==> src/rtl/traffic_pkg.sv <==
// Shared definitions for the traffic light controller and its front-end detectors.
package traffic_pkg;

   typedef enum logic [1:0] {
      IDLE    = 2'd0,
      REQUEST = 2'd1,
      SERVED  = 2'd2,
      FAULT   = 2'd3
   } state_t;

   localparam int DEF_DEBOUNCE_CYCLES = 4;
   localparam int DEF_STUCK_CYCLES    = 64;

endpackage

==> src/rtl/vehicle_detector_if.sv <==
// Sensor/grant inputs and request/status outputs of the vehicle detector.
interface vehicle_detector_if #(
   parameter int CNT_W = 8
);
   logic             sensor_raw;
   logic             green;
   logic             car_detect;
   logic             sensor_clean;
   logic             fault;
   logic [CNT_W-1:0] req_count;

   modport master (
      output sensor_raw, green,
      input  car_detect, sensor_clean, fault, req_count
   );

   modport slave (
      input  sensor_raw, green,
      output car_detect, sensor_clean, fault, req_count
   );
endinterface

==> src/rtl/sync_debounce.sv <==
// Multi-flop synchroniser followed by a stability counter; dout changes only after
// DEBOUNCE_CYCLES consecutive synchronised cycles that differ from it.
module sync_debounce #(
   parameter int SYNC_STAGES     = 2,
   parameter int DEBOUNCE_CYCLES = 4
) (
   input  logic clk,
   input  logic reset,
   input  logic din,
   output logic dout
);
   localparam int DB_W = (DEBOUNCE_CYCLES > 1) ? $clog2(DEBOUNCE_CYCLES) : 1;
   localparam logic [DB_W-1:0] DB_LAST = DB_W'(DEBOUNCE_CYCLES - 1);

   logic [SYNC_STAGES-1:0] sync_p0;
   logic                   s;
   logic [DB_W-1:0]        db_cnt;

   assign s = sync_p0[SYNC_STAGES-1];

   always_ff @(posedge clk or negedge reset) begin
      if (!reset) begin
         sync_p0 <= '0;
         db_cnt  <= '0;
         dout    <= 1'b0;
      end else begin
         sync_p0 <= {sync_p0[SYNC_STAGES-2:0], din};
         if (s == dout) begin
            db_cnt <= '0;
         end else if (db_cnt == DB_LAST) begin
            dout   <= s;
            db_cnt <= '0;
         end else begin
            db_cnt <= db_cnt + 1'b1;
         end
      end
   end
endmodule

==> src/rtl/vehicle_detector.sv <==
// Turns a debounced loop sensor into a latched car_detect request, released by green,
// with one request per vehicle and a sticky fail-safe on a stuck sensor.
module vehicle_detector
   import traffic_pkg::*;
#(
   parameter int SYNC_STAGES     = 2,
   parameter int DEBOUNCE_CYCLES = DEF_DEBOUNCE_CYCLES,
   parameter int STUCK_CYCLES    = DEF_STUCK_CYCLES,
   parameter int CNT_W           = 8
) (
   input logic               clk,
   input logic               reset,
   vehicle_detector_if.slave bus
);
   localparam int STUCK_W = (STUCK_CYCLES > 1) ? $clog2(STUCK_CYCLES) : 1;
   localparam logic [STUCK_W-1:0] STUCK_LAST = STUCK_W'(STUCK_CYCLES - 1);

   function automatic logic [CNT_W-1:0] sat_inc(input logic [CNT_W-1:0] v);
      return (v == {CNT_W{1'b1}}) ? v : v + 1'b1;
   endfunction

   logic               clean;
   state_t             state, state_nxt;
   logic               car_q, car_nxt;
   logic               fault_q, fault_nxt;
   logic [CNT_W-1:0]   cnt_q, cnt_nxt;
   logic [STUCK_W-1:0] stuck_q, stuck_nxt;

   sync_debounce #(
      .SYNC_STAGES    (SYNC_STAGES),
      .DEBOUNCE_CYCLES(DEBOUNCE_CYCLES)
   ) u_sync_debounce (
      .clk  (clk),
      .reset(reset),
      .din  (bus.sensor_raw),
      .dout (clean)
   );

   always_ff @(posedge clk or negedge reset) begin
      if (!reset) begin
         state   <= IDLE;
         car_q   <= 1'b0;
         fault_q <= 1'b0;
         cnt_q   <= '0;
         stuck_q <= '0;
      end else begin
         state   <= state_nxt;
         car_q   <= car_nxt;
         fault_q <= fault_nxt;
         cnt_q   <= cnt_nxt;
         stuck_q <= stuck_nxt;
      end
   end

   always_comb begin
      state_nxt = state;
      car_nxt   = car_q;
      fault_nxt = fault_q;
      cnt_nxt   = cnt_q;
      stuck_nxt = stuck_q;
      case (state)
         IDLE: begin
            car_nxt = 1'b0;
            if (clean && bus.green) begin
               state_nxt = SERVED;
               stuck_nxt = '0;
            end else if (clean) begin
               state_nxt = REQUEST;
               car_nxt   = 1'b1;
               cnt_nxt   = sat_inc(cnt_q);
            end
         end
         REQUEST: begin
            car_nxt = 1'b1;
            // Grant takes priority over the car leaving in the same cycle.
            if (bus.green) begin
               state_nxt = SERVED;
               car_nxt   = 1'b0;
               stuck_nxt = '0;
            end else if (!clean) begin
               state_nxt = IDLE;
               car_nxt   = 1'b0;
            end
         end
         SERVED: begin
            car_nxt = 1'b0;
            if (!clean) begin
               state_nxt = IDLE;
            end else if (stuck_q == STUCK_LAST) begin
               state_nxt = FAULT;
               car_nxt   = 1'b1;
               fault_nxt = 1'b1;
            end else begin
               stuck_nxt = stuck_q + 1'b1;
            end
         end
         FAULT: begin
            // Keep requesting so the controller keeps cycling despite a dead sensor.
            car_nxt   = 1'b1;
            fault_nxt = 1'b1;
         end
         default: state_nxt = IDLE;
      endcase
   end

   assign bus.car_detect   = car_q;
   assign bus.sensor_clean = clean;
   assign bus.fault        = fault_q;
   assign bus.req_count    = cnt_q;
endmodule

==> src/flat_wrapper.sv <==
// flat-port wrapper written by rule: the top's interface ports become plain ports
module vehicle_detector_flat import traffic_pkg::*;
#(
   parameter int SYNC_STAGES     = 2,
   parameter int DEBOUNCE_CYCLES = DEF_DEBOUNCE_CYCLES,
   parameter int STUCK_CYCLES    = DEF_STUCK_CYCLES,
   parameter int CNT_W           = 8
)
  (clk, reset, bus_sensor_raw, bus_green, bus_car_detect, bus_sensor_clean, bus_fault, bus_req_count);
  vehicle_detector_if #(.CNT_W(CNT_W)) bus_i ();
  input logic clk;
  input logic reset;
  input wire logic [$bits(bus_i.sensor_raw)-1:0] bus_sensor_raw;
  input wire logic [$bits(bus_i.green)-1:0] bus_green;
  output wire logic [$bits(bus_i.car_detect)-1:0] bus_car_detect;
  output wire logic [$bits(bus_i.sensor_clean)-1:0] bus_sensor_clean;
  output wire logic [$bits(bus_i.fault)-1:0] bus_fault;
  output wire logic [$bits(bus_i.req_count)-1:0] bus_req_count;
  assign bus_i.sensor_raw = bus_sensor_raw;
  assign bus_i.green = bus_green;
  assign bus_car_detect = bus_i.car_detect;
  assign bus_sensor_clean = bus_i.sensor_clean;
  assign bus_fault = bus_i.fault;
  assign bus_req_count = bus_i.req_count;
  vehicle_detector #(.SYNC_STAGES(SYNC_STAGES), .DEBOUNCE_CYCLES(DEBOUNCE_CYCLES), .STUCK_CYCLES(STUCK_CYCLES), .CNT_W(CNT_W)) u_core (.clk(clk), .reset(reset), .bus(bus_i));
endmodule
==> config.mk <==
export PLATFORM = sky130hd
export DESIGN_NAME = vehicle_detector_flat
export DESIGN_NICKNAME = d
export VERILOG_FILES = /design/src/rtl/traffic_pkg.sv /design/src/rtl/vehicle_detector_if.sv /design/src/rtl/sync_debounce.sv /design/src/rtl/vehicle_detector.sv /design/src/flat_wrapper.sv
export SDC_FILE = /design/constraint.sdc
export NUM_CORES = 1
export LEC_CHECK = 0
export BUFFER_PORTS_ARGS = -buffer_cell sky130_fd_sc_hd__buf_2
export CAP_MARGIN = 20
export CORE_UTILIZATION = 50
export CTS_BUF_LIST = sky130_fd_sc_hd__clkbuf_4 sky130_fd_sc_hd__clkbuf_8
export CTS_CLUSTER_SIZE = 20
export DETAILED_ROUTE_END_ITERATION = 8
export PLACE_DENSITY_LB_ADDON = 0.3
export SLEW_MARGIN = 10
export SYNTH_ARGS = -nofsm -noshare
export SYNTH_HDL_FRONTEND = slang
export SYNTH_SLANG_ARGS = --single-unit
==> constraint.sdc <==
create_clock -name clk -period 4.9 [get_ports clk]
set_clock_uncertainty 0.1 [all_clocks]
set_input_delay 0.735 -clock clk [delete_from_list [all_inputs] [get_ports clk]]
set_output_delay 0.735 -clock clk [all_outputs]
set_load 0.02 [all_outputs]
After elaboration in Yosys (flattened, before gate mapping):

Cells that the tools add are included.

* $add $sub $neg: 3
* eq/ne operators: 15
* mux-type cells: 23
* bitwise operators: 3
* reduce and logical (&&, ||, !) cells: 9

Operator list (count)
* 6-bit 2-to-1 mux: 4
* 6-bit one-hot mux with 3 select lines: 1
* 2-bit 2-to-1 mux: 8
* 8-bit by 1-bit adder with 8-bit output, second input constant: 1
* 8-bit == test, second input constant: 1
* 4-bit AND reduction: 2
* 1-bit 2-to-1 mux: 7
* 6-bit by 1-bit adder with 6-bit output, second input constant: 1
* 2-bit == test, second input constant: 3
* 6-bit == test, second input constant: 1
* 2-bit inequality test, second input constant: 3
* 3-bit by 2-bit inequality test with 1-bit output, second input constant: 2
* 2-bit one-hot mux with 3 select lines: 1
* 5-bit AND reduction: 1
* 2-bit by 1-bit inequality test with 1-bit output, second input constant: 2
* 1-bit one-hot mux with 4 select lines: 1
* 3-bit inequality test, second input constant: 1
* 1-bit NOT: 3
* 3-bit AND reduction: 1
* 3-bit nonzero test: 1
* 2-bit by 1-bit adder with 2-bit output, second input constant: 1
* 2-bit by 1-bit == test with 1-bit output, second input constant: 1
* 2-bit zero test: 1
* 1-bit one-hot mux with 2 select lines: 1
* other kinds (4): 4

* bits in registers: 23
* input bits: 4
* output and inout port bits: 11
* word-level logic and storage cells: 61

Depth between registers and ports, before layout:

* word-level depth: 4
* gate-level depth with buffers: 7
* depth with buffers taken out: 6

Modules after synthesis:

From an unflattened synthesis, not the netlist that was laid out.

* cell total of the unflattened synthesis: 124
* area total of the unflattened synthesis: 1288.7 um^2

Modules (own cells, without submodules)
* vehicle_detector: times used 1, cells an instance 114, area an instance 1114.8 um^2, seq. area each 450.4 um^2
* sync_debounce: times used 1, cells an instance 10, area an instance 173.9 um^2, seq. area each 125.1 um^2

Worst setup path after synthesis:

Ideal clock, no wire load.

* kind: input port to flip-flop
* start: input port bus_green
* end: register u_core.cnt_q[4], in the netlist u_core.bus.req_count[4]
* setup time: 131 ps
* arrival: 1433 ps
* data required time: 4669 ps
* setup slack: 3236 ps
* stages: 4
* path buffers: 0
* cell sequence: and3b_1 and3_1 nand3_1 xnor2_1

* word-level cells in the longest chain between the ends: 3

RTL lines
* from (decl): line flat_wrapper.sv:14 `input wire logic [$bits(bus_i.green)-1:0] bus_green;`
* 1-bit logical AND: line vehicle_detector.sv:64 `if (clean && bus.green) begin`
* 1-bit NOT (no source line)
* 4-bit AND reduction (no source line)
* to (signal assigned): line vehicle_detector.sv:50 `cnt_q <= cnt_nxt;`
* to (decl): line vehicle_detector.sv:26 `logic [CNT_W-1:0] cnt_q, cnt_nxt;`

No other way between the ends.
A chain may end at the register's enable or synchronous reset.

Final worst setup path:

* start: register u_core.u_sync_debounce.dout
* end: output port bus_sensor_clean

RTL lines
* from (decl): line sync_debounce.sv:10 `output logic dout`
* from (signal assigned): line sync_debounce.sv:31 `dout <= s;`
* to (decl): line flat_wrapper.sv:16 `output wire logic [$bits(bus_i.sensor_clean)-1:0] bus_sensor_clean;`

No word-level cell between the ends.

==> impl_metrics.env <==
export IMPL_critPathArrivalTime_ns=1.23
export IMPL_num_rows=17
export IMPL_die_h_um=51.70
export IMPL_drc=0
export IMPL_tns_ns=0
export IMPL_yosysSeqAreaShare=0.4661
export IMPL_io_pins=15
export IMPL_fin_cells=162
export IMPL_cts_max_level=1
export IMPL_areaGrowthSynthToFinish_pct=9.828
export IMPL_endpoint_kind="output port"
export IMPL_postCtsHoldBufs=0
export IMPL_synth_area_per_cell_um2=10.47
export IMPL_max_cap_viol_count=0
export IMPL_cts_buffers=3
export IMPL_cellLeakagePower_uw=0.0006531
export IMPL_syn_inst=118
export IMPL_hold_class="primary input to async pin"
export IMPL_vias=952
export IMPL_clk_path_buf_depth=2
export IMPL_path_buf_inv=1
export IMPL_critical_path_required_ns=4.07
export IMPL_vdd_drop_max_uv=277.5
export IMPL_r2r_slack_ns=2.97
export IMPL_crit_path_max_incr_delay_ns=0.65
export IMPL_gr_usage_all_layers=0.1974
export IMPL_grt_setup_unrepaired="false"
export IMPL_synth_top_area_cell="dfrtp_1"
export IMPL_timing_final_max_slew_violations=0
export IMPL_grt_ovfl_total=0
export IMPL_ys_seq_elements=23
export IMPL_cp_slowest_cell="dfrtp_1"
export IMPL_drt_total_wl_um=2258
export IMPL_first_global_vias=902
export IMPL_die_area_mm2=0.002672
export IMPL_insertedDiodeCount=0
export IMPL_rr_startpoint="u_core.state[0]"
export IMPL_die_width_um=51.70
export IMPL_hold_violations=0
export IMPL_mostFrequentLayoutCells="23 x dfrtp_1, 14 x buf_2, 10 x nand2_1"
export IMPL_tightest_slew_ns=0.4915
export IMPL_synth_cell_area_mm2=0.001235
export IMPL_clock_sinks=23
export IMPL_fmax_mhz=485.1
export IMPL_slew_headroom=0.6724
export IMPL_synth_edf_count=0
export IMPL_powerDensity_mw_per_mm2=256.9
export IMPL_period_share=0.4207
export IMPL_synth_xor_area_frac=0.04255
export IMPL_nets=147
export IMPL_yosys_area_share_simple=0.1925
export IMPL_io_buffers=14
export IMPL_ys_async_sr_fraction=1.000
export IMPL_placed_cells=158
export IMPL_critPathTopFamily="flip-flops"
export IMPL_drt_iter0_drc=11
export IMPL_initial_core_util=0.5426
export IMPL_synth_top_area_frac=0.4661
export IMPL_crit_path_end="bus_sensor_clean"
export IMPL_grt_max_degree=24
export IMPL_place_congestion=0.8780
export IMPL_cts_root_buffer="clkbuf_4"
export IMPL_dp_hpwl_um=1634
export IMPL_fp_coreArea_mm2=0.002276
export IMPL_ant_nets=0
export IMPL_cp_max_fo=16
export IMPL_cp_num_cells=1
export IMPL_synth_compound_area_frac=0.1530
export IMPL_clk_pin_slew_ns=0.13
export IMPL_ys_flop_type="dfrtp_1"
export IMPL_period_needed_ns=2.062
export IMPL_synthMuxAreaShare=0.04357
export IMPL_synth_area_top_cells="dfrtp_1 47%, ha_1 8.1%, nand2_1 3.0%"
export IMPL_grt_pass1_wl_um=3864
export IMPL_cp_startpoint="u_core.u_sync_debounce.dout"
export IMPL_ys_types=38
export IMPL_antenna_found_initial=0
export IMPL_dr_pass1_iters=4
export IMPL_synth_fp_nets=130
export IMPL_wire_per_inst_um=13.94
export IMPL_r2r_cells=5
export IMPL_synth_adder_area_share=0.08105
export IMPL_drive_gt1_frac=0.1866
export IMPL_start_kind="flip-flop"
export IMPL_pre_cts_ws_ns=3.008
export IMPL_setup_violations=0
export IMPL_worst_slack_ns=2.838
export IMPL_fillCellCount=195
export IMPL_final_area_mm2=0.001356
export IMPL_dpl_instance_area_mm2=0.001329
export IMPL_path_cells="buf_2"
export IMPL_cts_resized=0
export IMPL_layout_commonest_cell="dfrtp_1"
export IMPL_status="finished, final reports clean"
export IMPL_vias_per_cell=5.877
export IMPL_yosysWarningCount=0
export IMPL_insertion_delay_ns=0.32
export IMPL_crit_type="flip-flop to output port"
export IMPL_worstReg2RegEnd="u_core.stuck_q[5]"
export IMPL_cts_setup_buffers=0
export IMPL_tritoncts="yes"
export IMPL_synth_top_family_by_area="simple AND/OR/NAND/NOR gates"
[cells by family (layout without fill, tap and decap cells)]
| logic type | Yosys count | count (layout) |
|---|---|---|
| xor gates and xnor gates | 6 | 6 |
| muxes | 5 | 5 |
| AOI/OAI and AO/OA | 27 | 27 |
| buffers and inverters | 6 | 22 |
| adders and majority gates | 8 | 8 |
| and+or+nand+nor | 43 | 43 |
| DFF | 23 | 23 |
[final cells by class]
cell class | instances | area [um2] | area share
Sequential cell | 23 | 575.6 | 0.4244
Clock buffer | 3 | 22.52 | 0.01661
Timing Repair Buffer | 14 | 70.07 | 0.05166
Inverter | 4 | 15.01 | 0.01107
Multi-Input combinational cell | 89 | 633.1 | 0.4668
Clock inverter | 1 | 5.005 | 0.003690
Tap cell | 28 | 35.03 | 0.02583
[metal layers]
metal | part of all wire | up-vias | wire [um] | track usage
met5 | 0 | - | 0 | 0
met4 | 0.022 | 0 | 49 | 0.1081
met3 | 0.030 | 5 | 67 | 0.03509
met2 | 0.46 | 18 | 1042 | 0.3225
met1 | 0.49 | 458 | 1099 | 0.2462
li1 | - | 471 | - | -
[Yosys cell counts (2+ instances only)]
cell type   n
a21oi_1     4
a21oi_2     2
a31oi_1     4
and3_1      4
dfrtp_1    23
ha_1        8
inv_1       4
mux2_2      2
mux2i_1     2
nand2_1    10
nand2b_1    2
nand3_1     7
nand4_1     2
nor2_1      6
nor2b_1     3
nor3_1      2
o2111ai_1   2
o21ai_0     6
or4_1       2
xnor2_1     4
xor2_1      2
[flip-flops by register name (all words and copies together), names as in the netlist]
name,flops
u_core.bus.car_detect,1
u_core.bus.fault,1
u_core.bus.req_count,8
u_core.state,2
u_core.stuck_q,6
u_core.u_sync_debounce.db_cnt,2
u_core.u_sync_debounce.dout,1
u_core.u_sync_debounce.sync_p0,2
[report_power, final]
| part | leakage, uW | switching (uW) | internal, uW |
|---|---|---|---|
| logic | 0.000354 | 20.9 | 18.9 |
| registers | 0.000282 | 17.8 | 201 |
| clock network | 0.0000177 | 59.6 | 30.6 |
| total | 0.000653 | 98.3 | 250 |
[metrics by stage]
stage                       util  hold slack, ns  power, uW
after floorplan                -          0.2312      250.6
after global placement    0.5838          0.2397      260.6
final                     0.5959          0.2491      348.4
after detailed placement  0.5838          0.2444      262.6
after CTS                 0.5959          0.2685      352.8
after global routing      0.5959          0.2914      366.2
[how the worst min path moves through the flow]
stage / endpoint / from
global placement: u_core.u_sync_debounce.sync_p0[1] / u_core.u_sync_debounce.sync_p0[0]
floorplan: u_core.u_sync_debounce.sync_p0[1] / u_core.u_sync_debounce.sync_p0[0]
global route: u_core.bus.req_count[6] / reset
CTS: u_core.bus.req_count[6] / reset
detailed placement: u_core.u_sync_debounce.sync_p0[1] / u_core.u_sync_debounce.sync_p0[0]
finish: u_core.bus.req_count[6] / reset
Note: power is estimated with default switching activity, not from simulation.
